<file path="src/rtl/mem_arb2.sv">
// Two-master arbiter ahead of the memory controller command port.
// Master 0 (video DMA) has fixed priority. Master 1 gets a grant after at most
// MAX_M0 consecutive master-0 grants made while it waits. Only one transaction
// is in flight at a time. Data paths are pure combinational muxes and gates.
module mem_arb2 #(
  parameter int MAX_M0 = 4
) (
  input  logic        clk,
  input  logic        rst,
  // master 0
  input  logic [31:0] m0_addr,
  input  logic [6:0]  m0_len,
  input  logic        m0_rw,
  input  logic        m0_valid,
  output logic        m0_ready,
  input  logic [31:0] m0_wdata,
  output logic        m0_wack,
  output logic        m0_wlast,
  output logic [31:0] m0_rdata,
  output logic        m0_rstb,
  output logic        m0_rlast,
  // master 1
  input  logic [31:0] m1_addr,
  input  logic [6:0]  m1_len,
  input  logic        m1_rw,
  input  logic        m1_valid,
  output logic        m1_ready,
  input  logic [31:0] m1_wdata,
  output logic        m1_wack,
  output logic        m1_wlast,
  output logic [31:0] m1_rdata,
  output logic        m1_rstb,
  output logic        m1_rlast,
  // controller
  output logic [31:0] s_addr,
  output logic [6:0]  s_len,
  output logic        s_rw,
  output logic        s_valid,
  input  logic        s_ready,
  output logic [31:0] s_wdata,
  input  logic        s_wack,
  input  logic        s_wlast,
  input  logic [31:0] s_rdata,
  input  logic        s_rstb,
  input  logic        s_rlast
);

  typedef enum logic [1:0] {
    IDLE = 2'd0,
    CMD  = 2'd1,
    DATA = 2'd2
  } state_t;

  localparam logic [31:0] MAX_M0_U = MAX_M0;

  state_t      state_p0;
  logic        owner_p0;
  logic [7:0]  streak_p0;
  logic        rw_p0;

  logic        in_cmd;
  logic        in_data;
  logic        own_valid;
  logic        handshake;
  logic        streak_hit;
  logic        grant_m1;
  logic        data_done;

  // Streak counter increment that sticks at its maximum instead of wrapping.
  function automatic logic [7:0] sat_inc(input logic [7:0] v);
    return (v == 8'hFF) ? v : v + 8'd1;
  endfunction

  assign in_cmd    = (state_p0 == CMD);
  assign in_data   = (state_p0 == DATA);
  assign own_valid = owner_p0 ? m1_valid : m0_valid;

  // A zero MAX_M0 disables the starvation limit entirely.
  assign streak_hit = (MAX_M0_U != 32'd0) && (32'(streak_p0) >= MAX_M0_U);
  assign grant_m1   = m1_valid && (!m0_valid || streak_hit);

  // Command path: owner's fields always presented; valid only while in CMD.
  assign s_addr    = owner_p0 ? m1_addr  : m0_addr;
  assign s_len     = owner_p0 ? m1_len   : m0_len;
  assign s_rw      = owner_p0 ? m1_rw    : m0_rw;
  assign s_wdata   = owner_p0 ? m1_wdata : m0_wdata;
  assign s_valid   = in_cmd & own_valid;
  assign handshake = s_valid & s_ready;

  assign m0_ready  = handshake & ~owner_p0;
  assign m1_ready  = handshake &  owner_p0;

  // Return strobes reach only the owner and only during the data phase.
  assign m0_wack   = in_data & ~owner_p0 & s_wack;
  assign m0_wlast  = in_data & ~owner_p0 & s_wlast;
  assign m0_rstb   = in_data & ~owner_p0 & s_rstb;
  assign m0_rlast  = in_data & ~owner_p0 & s_rlast;
  assign m1_wack   = in_data &  owner_p0 & s_wack;
  assign m1_wlast  = in_data &  owner_p0 & s_wlast;
  assign m1_rstb   = in_data &  owner_p0 & s_rstb;
  assign m1_rlast  = in_data &  owner_p0 & s_rlast;

  // Read data is broadcast; the gated strobes qualify it.
  assign m0_rdata  = s_rdata;
  assign m1_rdata  = s_rdata;

  // End of burst judged by the direction latched at command acceptance.
  assign data_done = in_data & (rw_p0 ? (s_rstb & s_rlast) : (s_wack & s_wlast));

  // Arbitration FSM: grant in IDLE, hand the command over in CMD, track the burst in DATA.
  always_ff @(posedge clk) begin
    if (rst) begin
      state_p0  <= IDLE;
      owner_p0  <= 1'b0;
      streak_p0 <= 8'd0;
      rw_p0     <= 1'b0;
    end else begin
      case (state_p0)
        IDLE: begin
          if (grant_m1) begin
            owner_p0  <= 1'b1;
            streak_p0 <= 8'd0;
            state_p0  <= CMD;
          end else if (m0_valid) begin
            owner_p0  <= 1'b0;
            streak_p0 <= m1_valid ? sat_inc(streak_p0) : 8'd0;
            state_p0  <= CMD;
          end
        end
        CMD: begin
          if (handshake) begin
            rw_p0    <= s_rw;
            state_p0 <= DATA;
          end else if (!own_valid) begin
            // Owner withdrew its request before acceptance: nothing was issued.
            state_p0 <= IDLE;
          end
        end
        DATA: begin
          if (data_done) begin
            state_p0 <= IDLE;
          end
        end
        default: state_p0 <= IDLE;
      endcase
    end
  end

endmodule

</file>
<file path="config.mk">
export PLATFORM = sky130hd
export DESIGN_NAME = mem_arb2
export DESIGN_NICKNAME = d
export VERILOG_FILES = /design/src/rtl/mem_arb2.sv
export SDC_FILE = /design/constraint.sdc
export NUM_CORES = 1
export LEC_CHECK = 0
export CORE_AREA = 2 2 128 130
export DETAILED_ROUTE_END_ITERATION = 8
export DIE_AREA = 0 0 130 132
export PLACE_DENSITY_LB_ADDON = 0.1
export SETUP_SLACK_MARGIN = 0.15
export SYNTH_ARGS = -nofsm -noshare
export SYNTH_HDL_FRONTEND = slang
export SYNTH_SLANG_ARGS = --single-unit
</file>
<file path="constraint.sdc">
create_clock -name clk -period 2 [get_ports clk]
set_clock_uncertainty 0.15 [all_clocks]
set_input_delay 0.4 -clock clk [delete_from_list [all_inputs] [get_ports clk]]
set_output_delay 0.4 -clock clk [all_outputs]
set_load 0.01 [all_outputs]
</file>
==> metrics.md, run 1 <==
| Metric | Value |
|---|---|
| Status | `complete, but fails checks` |
| Failing checks | `negative setup slack` |
| Placed Instance Area | `4260 um^2` |
| DP Wirelength | `8.93 mm` |
| Core Region | `15,700 um^2` |
| Maximum clock rate | `0.498 GHz` |
| CTS tree | `done` |
| # IOs | `332` |
| Crit path max fanout | `6` |
| Worst-margin pin slew | `438 ps` |
| Layout area overhead | `153%` |
| Clk_lat worst skew | `250 ps` |
| Synth unique cells | `31` |
| Fill cells | `1,628` |
| H-tree levels | `1` |
| Chip height | `132 um` |
| EDFF count, synth | `0` |
| Comb pwr share | `0.622` |
| Element type at the critical path start | `flop` |
| Synth Area per Inst | `8.84 um^2` |
| Leak Pwr | `2.14 nW` |
| Hold Fails Final Rpt | `0` |
| Final setup violation count | `3` |
| FF+latch count, synth | `12` |
| Clock sinks | `12` |
| Worst setup margin | `-7.32 ps` |
| Crit path arrival time | `1460 ps` |
| Pre-CTS WS | `-454 ps` |
| Mapped Nets | `413` |
| Unrepaired setup endpoints after global routing | `yes` |
| Gr usage total | `0.122` |
| Worst min-delay path class | `flop to flop` |
| CP max stage delay | `400 ps` |
| Crit path capture type | `output port` |
| Final Power | `1.79 mW` |
| Most frequent cell after synthesis | `mux2_2` |
| Finished Cell Area | `5050 um^2` |
| Clock power frac | `0.234` |
| FFs w/ async S/R, synth | `0` |
| Req. time, crit path | `1450 ps` |
| # diodes | `0` |
| # rows | `46` |
| Internal power | `1.31 mW` |
| Yosys warning count | `0` |
| WL per Instance | `17.5 um` |
| Drc violations | `0` |
| Initial antenna violation count | `1` |
| Crit path kind | `flop to output port` |
| Drt first-iter violations | `46` |
| NumNets Final | `623` |
| Pwr/cell area | `354 nW/um^2` |
| Ys flop type | `dfxtp_1` |
| Pin count of the biggest net entering global routing | `13` |
| Synth area leader | `mux2_2` |
| Peak VDD IR | `0.223 mV` |
| Most common cell on crit path | `buf_6` |
| Worst relative slew slack | `0.706` |
| Sequential area share after synthesis | `0.120` |
| Final hold slack | `344 ps` |
| Max Cap Viol | `0` |
| Switching pwr | `0.476 mW` |
| CP Cell Sequence | `buf_4 > buf_6 > buf_16 > mux2_4 > buf_6` |
| Drt first pass iters | `4` |
| Synth cell count leaders | `mux2_2, buf_4, dfxtp_1, nor2_1, buf_2` |
| CTS Buf Count | `3` |
| Vias in the first global route | `2,504` |
| Cell count after synthesis | `226` |
| GP Congestion | `0.751` |
| CP max-delay cell | `dfxtp_4` |
| Setup TNS | `-10.3 ps` |
| Period utilization | `1.00` |
| Layout cells sized above 1 | `0.510` |
| Tmin final | `2010 ps` |
| Top cells by area, synth | `mux2_2, buf_4, dfxtp_1` |
| Routed Antenna Nets | `0` |
| First-pass GRT wire length | `16.1 mm` |
| Final Max Slew Viols | `0` |
| Die Width | `130 um` |
| Reg power frac | `0.143` |
| Clock root buffer | `clkbuf_16` |
| Grt ovf | `0` |
| Clock tree buffer depth | `2` |
| Routed wire length | `11.4 mm` |
| Hold buffers post-CTS | `0` |
| Die Footprint | `17,200 um^2` |
| Via count | `2,419` |
| Switching share of power | `0.266` |
| Post-Syn Area | `2000 um^2` |
| Port bufs | `235` |
| Clock transition at the registers of the reported paths | `50 ps` |
| Top cell type's share of synthesized area | `0.406` |
| Via/cell ratio | `3.72` |
| Initial Util | `0.127` |
cell type report:
class / count / area, um^2 / area share
Clock buffer: 4 / 88.8 / 0.0176
Inverter: 5 / 18.8 / 0.00371
Multi-Input combinational cell: 136 / 1500 / 0.296
Sequential cell: 12 / 244 / 0.0483
Tap cell: 216 / 270 / 0.0535
Timing Repair Buffer: 278 / 2930 / 0.581
critical path, delay by kind of cell, from the launching register on:
family | cells | cell delay [ps]
buffers and inverters | 4 | 490
multiplexers | 1 | 310
flip-flops | 1 | 400
metal layers:
metal  GRT usage  part of all wire
met1       0.123              0.34
met2       0.238              0.54
met3      0.0487              0.11
met4      0.0149            0.0046
met5           0                 0
per-stage QoR:
stage / utilization / instances
after floorplan: - / 226
after global placement: 0.271 / 620
after detailed placement: 0.271 / 620
after CTS: 0.311 / 646
after global routing: 0.322 / 651
final: 0.322 / 651
cells by family (layout without fill, tap and decap cells):
| logic type | Yosys count | in the layout | synth area share |
|---|---|---|---|
| and+or+nand+nor | 44 | 44 | 0.125 |
| buffers and inverters | 78 | 287 | 0.273 |
| muxes | 74 | 74 | 0.416 |
| adders and majority gates | 2 | 2 | 0.0125 |
| DFF | 12 | 12 | 0.120 |
| AOI/OAI and AO/OA | 15 | 15 | 0.0489 |
| xor gates and xnor gates | 1 | 1 | 0.00439 |
sequential cells by signal (all words and copies together) (netlist names):
name / flops
owner_p0: 1
rw_p0: 1
state_p0: 2
streak_p0: 8
path summary, 6_finish.rpt:
path                     start  slack (ps)  cells past startpoint            to
setup / recovery      owner_p0          -7                      5     s_addr[9]
hold / removal    streak_p0[7]         340                      1  streak_p0[7]
hold reg to reg   streak_p0[7]         340                      1  streak_p0[7]
setup reg to reg      owner_p0         260                      8         rw_p0
what timing repair did:
item                                    in CTS  in global routing
resized for setup                          487                 29
pin swaps                                    4                  0
cloned                                       6                  1
endpoints found under the hold margin        0                  0
setup buffers                               16                  4
endpoints found under the setup margin      83                 81
power groups by stage:
stage	registers (mW)	clock network, mW	logic, mW
6_report	0.257	0.419	1.11
5_1_grt	0.258	0.435	1.18
4_1_cts	0.257	0.426	1.08
3_5_place_dp	0.264	0	0.899
3_3_place_gp	0.265	0	0.898
2_1_floorplan	0.259	0	0.417
placed cells by master, fill, tap and decap left out, types with 2 or more instances in the layout:
cell,count
ha_1,2
nor2_1,10
buf_16,6
mux2_2,17
nand4_1,2
o21a_1,3
dfxtp_1,11
a21oi_1,6
buf_2,16
nor3_1,3
buf_4,22
clkdlybuf4s50_1,149
dlygate4sd2_1,3
nand2_1,3
buf_6,72
buf_8,2
nand3_1,5
mux2_4,55
inv_1,5
or3_1,2
buf_12,7
clkbuf_16,4
and2_4,4
and3_4,5
Note: power is estimated with default switching activity, not from simulation.
==> run 2, diff against run 1 <==
--- a/config.mk
+++ b/config.mk
@@ -10,6 +10,7 @@
 export DIE_AREA = 0 0 130 132
 export PLACE_DENSITY_LB_ADDON = 0.1
 export SETUP_SLACK_MARGIN = 0.15
+export SKIP_LAST_GASP = 1
 export SYNTH_ARGS = -nofsm -noshare
 export SYNTH_HDL_FRONTEND = slang
 export SYNTH_SLANG_ARGS = --single-unit
==> metrics.md, run 2 (synthesis results as in run 1) <==
| Metric | Value |
|---|---|
| Req. time, crit path | `1450 ps (about the same)` |
| Layout cells sized above 1 | `0.484 (-0.0265)` |
| Crit path capture type | `output port` |
| Pre-CTS WS | `-454 ps (unchanged)` |
| Core Region | `15,700 um^2 (unchanged)` |
| Via/cell ratio | `3.70 (-0.43%)` |
| Tmin final | `2050 ps (+45.2 ps)` |
| Routed Antenna Nets | `0 (unchanged)` |
| Chip height | `132 um (unchanged)` |
| Hold path start | `streak_p0[7]` |
| Die Width | `130 um (unchanged)` |
| Finished Cell Area | `4940 um^2 (-2.2%)` |
| Max reg flops | `8 (unchanged)` |
| Max Cap Viol | `0 (unchanged)` |
| Regs by FF count | `streak_p0 x8, state_p0 x2` |
| Die Footprint | `17,200 um^2 (unchanged)` |
| Commonest non-fill, non-tap cell in the layout | `clkdlybuf4s50_1` |
| GP Congestion | `0.751 (unchanged)` |
| Crit path max fanout | `11 (+5)` |
| NumNets Final | `622 (-0.16%)` |
| Status | `complete, but fails checks` |
| Layout area overhead | `147%` |
| Clock sinks | `12 (unchanged)` |
| R2R depth | `8 (unchanged)` |
| Storage element area | `244 um^2 (unchanged)` |
| Non-filler cells in the finished layout | `650 (-0.15%)` |
| Clock tree buffer depth | `2 (unchanged)` |
| First-pass GRT wire length | `15.6 mm (-3.1%)` |
| Period utilization | `1.03 (+0.0226)` |
| Placed Cells | `620 (unchanged)` |
| Worst setup margin | `-52.5 ps (-45.2 ps)` |
| Via count | `2,405 (-0.58%)` |
| Finished Core Util | `0.315 (-0.00701)` |
| Worst-margin pin slew | `438 ps (+0.00799 ps)` |
| Hold buffers post-CTS | `0 (unchanged)` |
| Drt first pass iters | `4 (unchanged)` |
| Initial antenna violation count | `1 (unchanged)` |
| Worst relative slew slack | `0.706 (about the same)` |
| Port bufs | `235 (unchanged)` |
| Element type at the critical path start | `flop` |
| Initial Util | `0.127 (unchanged)` |
| Pwr/cell area | `351 nW/um^2 (-0.90%)` |
| # IOs | `332 (unchanged)` |
| Worst min-delay path class | `flop to flop` |
| Failing checks | `negative setup slack` |
| H-tree levels | `1 (unchanged)` |
| CTS tree | `done` |
| Leak Pwr | `2.07 nW (-3.3%)` |
| Placed Instance Area | `4260 um^2 (unchanged)` |
| Worst r2r src | `owner_p0` |
| Vias in the first global route | `2,414 (-3.6%)` |
| Drc violations | `0 (unchanged)` |
| Final setup violation count | `19 (+16)` |
| Final Power | `1.73 mW (-3.1%)` |
| DP Wirelength | `8.93 mm (unchanged)` |
| Gr usage total | `0.119 (-0.00333)` |
| Crit path arrival time | `1500 ps (+40 ps)` |
| Maximum clock rate | `0.487 GHz (-2.2%)` |
| Clk_lat worst skew | `250 ps (about the same)` |
| Routed wire length | `11.3 mm (-0.61%)` |
| # rows | `46 (unchanged)` |
| Worst setup path startpoint | `owner_p0` |
| Clock transition at the registers of the reported paths | `50 ps (about the same)` |
| Unrepaired setup endpoints after global routing | `yes` |
| Pin count of the biggest net entering global routing | `13 (unchanged)` |
| Hold Fails Final Rpt | `0 (unchanged)` |
| # diodes | `0 (unchanged)` |
| Multi-input gate area | `1430 um^2 (-4.2%)` |
| CTS Buf Count | `3 (unchanged)` |
| WL per Instance | `17.4 um (-0.46%)` |
| Fill cells | `1,646 (+1.1%)` |
| Clock root buffer | `clkbuf_16` |
| Grt ovf | `0 (unchanged)` |
| Peak VDD IR | `0.223 mV (about the same)` |
| Crit path kind | `flop to output port` |
| Largest Register | `streak_p0` |
| Final Max Slew Viols | `0 (unchanged)` |
| Hold path depth | `1 (unchanged)` |
| Drt first-iter violations | `43 (-6.5%)` |
| Highest-count cells in the layout ignoring fill and taps | `clkdlybuf4s50_1, buf_6, mux2_4` |
## run 2: metal layers
metal / GRT usage / vias to the layer above / share of wire
li1: - / 1144 / -
met1: 0.119 / 1102 / 0.34
met2: 0.232 / 151 / 0.54
met3: 0.0479 / 8 / 0.11
met4: 0.0149 / 0 / 0.0047
met5: 0 / - / 0
## run 2: cell type report
class                      count  share of cell area
tap                          216              0.0547
timing repair buffer         277               0.584
sequential                    12              0.0494
clock buffer                   4              0.0180
inverter                       5             0.00380
multi-input combinational    136               0.290
## run 2: stage by stage
step / hold slack (ps) / setup TNS, ps
after global placement: 333 / -9850
final: 344 / -326
after CTS: 343 / -1580
after detailed placement: 332 / -10090
after global routing: 354 / -1950
after floorplan: 313 / 0
## run 2: repair_timing
action / 4_1_cts / 5_1_grt
setup buffers: 16 / 3
gates cloned: 6 / 1
resized for setup: 374 / 67
setup endpoints to repair: 83 / 88
pin swaps: 2 / 1
## run 2: critical path, stage by stage, from the launching register on
cell and delay, ps:
dfxtp_4 410, buf_6 140, buf_12 130, mux2_2 350, clkdlybuf4s15_2 230
## run 2: path summary, 6_finish.rpt
kind | to | slack [ps]
hold / removal | streak_p0[7] | 340
setup reg to reg | rw_p0 | 250
setup / recovery | s_wdata[20] | -50
hold reg to reg | streak_p0[7] | 340
## run 2: where the power goes
| part | internal [mW] | total (mW) | leakage, nW | switching [mW] |
|---|---|---|---|---|
| registers | 0.247 | 0.257 | 0.0981 | 0.00975 |
| clock network | 0.303 | 0.420 | 0.0442 | 0.117 |
| logic | 0.722 | 1.06 | 1.93 | 0.335 |
==> run 3, diff against run 2 <==
--- a/config.mk
+++ b/config.mk
@@ -5,9 +5,9 @@
 export SDC_FILE = /design/constraint.sdc
 export NUM_CORES = 1
 export LEC_CHECK = 0
-export CORE_AREA = 2 2 128 130
+export CORE_AREA = 2 2 130 132
 export DETAILED_ROUTE_END_ITERATION = 8
-export DIE_AREA = 0 0 130 132
+export DIE_AREA = 0 0 132 134
 export PLACE_DENSITY_LB_ADDON = 0.1
 export SETUP_SLACK_MARGIN = 0.15
 export SKIP_LAST_GASP = 1
==> constraint.sdc (replaced) <==
create_clock -name clk -period 2.44 [get_ports clk]
set_clock_uncertainty 0.15 [all_clocks]
set_input_delay 0.488 -clock clk [delete_from_list [all_inputs] [get_ports clk]]
set_output_delay 0.488 -clock clk [all_outputs]
set_load 0.01 [all_outputs]
==> metrics.md, run 3 (synthesis results as in run 1) <==
| Metric | Value |
|---|---|
| Status | `finished clean` |
| Core Region | `16,300 um^2 (+3.7%)` |
| Drt first-iter violations | `28 (-35%)` |
| Maximum clock rate | `0.427 GHz` |
| Non-filler cells in the finished layout | `641 (-1.4%)` |
| CP Cell Sequence | `buf_6 > mux2_2 > clkdlybuf4s50_1` |
| Clock sinks | `12 (unchanged)` |
| CP max stage delay | `500 ps (+90 ps)` |
| Pwr/cell area | `288 nW/um^2 (-18%)` |
| Gr usage total | `0.113 (-0.00586)` |
| Max reg flops | `8 (unchanged)` |
| Drc violations | `0 (unchanged)` |
| CP max-delay cell | `clkdlybuf4s50_1` |
| Routed Antenna Nets | `0 (unchanged)` |
| Crit path capture type | `output port` |
| Commonest non-fill, non-tap cell in the layout | `clkdlybuf4s50_1` |
| Crit path arrival time | `1700 ps (+200 ps)` |
| Highest-count cells in the layout ignoring fill and taps | `clkdlybuf4s50_1, mux2_2, clkbuf_2` |
| Grt ovf | `0 (unchanged)` |
| Regs by FF count | `streak_p0 x8, state_p0 x2` |
| Period utilization | `0.960` |
| # diodes | `0 (unchanged)` |
| Final setup violation count | `0 (-19)` |
| Placed Cells | `618 (-0.32%)` |
| Worst-margin pin slew | `466 ps (+27.7 ps)` |
| Port bufs | `235 (unchanged)` |
| Initial antenna violation count | `0 (-1)` |
| Clock tree buffer depth | `2 (unchanged)` |
| GP Congestion | `0.703 (-6.3%)` |
| Largest Register | `streak_p0` |
| Finished Core Util | `0.272 (-0.0424)` |
| First-pass GRT wire length | `15.4 mm (-1.2%)` |
| H-tree levels | `1 (unchanged)` |
| DP Wirelength | `8.96 mm (+0.37%)` |
| Pin count of the biggest net entering global routing | `15 (+2)` |
| Element type at the critical path start | `flop` |
| # rows | `47 (+2.2%)` |
| Final Max Slew Viols | `0 (unchanged)` |
| Die Footprint | `17,700 um^2 (+3.1%)` |
| Clk_lat worst skew | `240 ps (about the same)` |
| CTS Buf Count | `3 (unchanged)` |
| # IOs | `332 (unchanged)` |
| Clock root buffer | `clkbuf_16` |
| Initial Util | `0.123 (-0.00450)` |
| Unrepaired setup endpoints after global routing | `yes` |
| Worst relative slew slack | `0.687 (-0.0186)` |
| Crit path max fanout | `14 (+3)` |
| Die Width | `132 um (+1.5%)` |
| Layout cells sized above 1 | `0.340 (-0.144)` |
| NumNets Final | `609 (-2.1%)` |
| Tmin final | `2340 ps` |
| Max Cap Viol | `0 (unchanged)` |
| Worst min-delay path class | `flop to flop` |
| Hold Fails Final Rpt | `0 (unchanged)` |
| Fill cells | `1,788 (+8.6%)` |
| WL per Instance | `16.5 um (-5.3%)` |
| Hold buffers post-CTS | `0 (unchanged)` |
| Req. time, crit path | `1800 ps (+350 ps)` |
| Vias in the first global route | `2,404 (-0.41%)` |
| Leak Pwr | `1.88 nW (-9.5%)` |
| Via count | `2,286 (-4.9%)` |
| Routed wire length | `10.6 mm (-6.6%)` |
| Chip height | `134 um (+1.5%)` |
| Layout area overhead | `122%` |
| CTS tree | `done` |
| Crit path kind | `flop to output port` |
| Peak VDD IR | `0.312 mV (+40%)` |
| Via/cell ratio | `3.57 (-3.6%)` |
| Drt first pass iters | `4 (unchanged)` |
| Clock transition at the registers of the reported paths | `50 ps (about the same)` |
## run 3: stage by stage
| step | hold slack [ps] | area (um^2) | TNS, ps | power [mW] | setup slack (ps) |
|---|---|---|---|---|---|
| 6_report | 363 | 4430 | 0 | 1.28 | 98.1 |
| 5_1_grt | 402 | 4430 | 0 | 1.35 | 22.8 |
| 3_3_place_gp | 352 | 4190 | -621 | 0.939 | -374 |
| 2_1_floorplan | 313 | 2000 | 0 | 0.554 | 593 |
| 4_1_cts | 367 | 4410 | -45.5 | 1.29 | -45.5 |
| 3_5_place_dp | 357 | 4190 | -661 | 0.941 | -381 |
## run 3: where the power goes
group | leakage (nW) | switching [mW] | internal [mW] | total, mW
Combinational | 1.73 | 0.233 | 0.487 | 0.720
Clock | 0.0442 | 0.0968 | 0.249 | 0.345
Sequential | 0.0981 | 0.0110 | 0.202 | 0.213
## run 3: final timing paths
check             cells after the start         start  slack (ps)           end
setup / recovery                      3      owner_p0         100   s_wdata[15]
hold reg to reg                       1  streak_p0[7]         360  streak_p0[7]
hold / removal                        1  streak_p0[7]         360  streak_p0[7]
setup reg to reg                      7      owner_p0         670         rw_p0
## run 3: layer usage
layer  wire, um  share of wire  global-route usage
met1       3950           0.37               0.121
met2       5710           0.54               0.218
met3        897          0.085              0.0431
met4         25         0.0024             0.00725
met5          0              0                   0
## run 3: cell type report
cell class	count	area, um^2	share of cell area
clock buffers	4	88.8	0.0200
inverters	5	18.8	0.00423
multi-input cells	136	1220	0.276
flip-flops and latches	12	244	0.0550
well taps	220	275	0.0621
repair buffers	264	2580	0.582
## run 3: worst max-delay path, delay by kind of cell (launching register included)
family                 cells  cell delay (ps)
DFF                        1              420
muxes                      1              340
buffers and inverters      2              700
## run 3: repair_timing
| action | 4_1_cts | 5_1_grt |
|---|---|---|
| resized for setup | 72 | 81 |
| pin swaps | 0 | 0 |
| cloned | 2 | 0 |
| setup buffers | 9 | 8 |
| setup endpoints to repair | 81 | 61 |
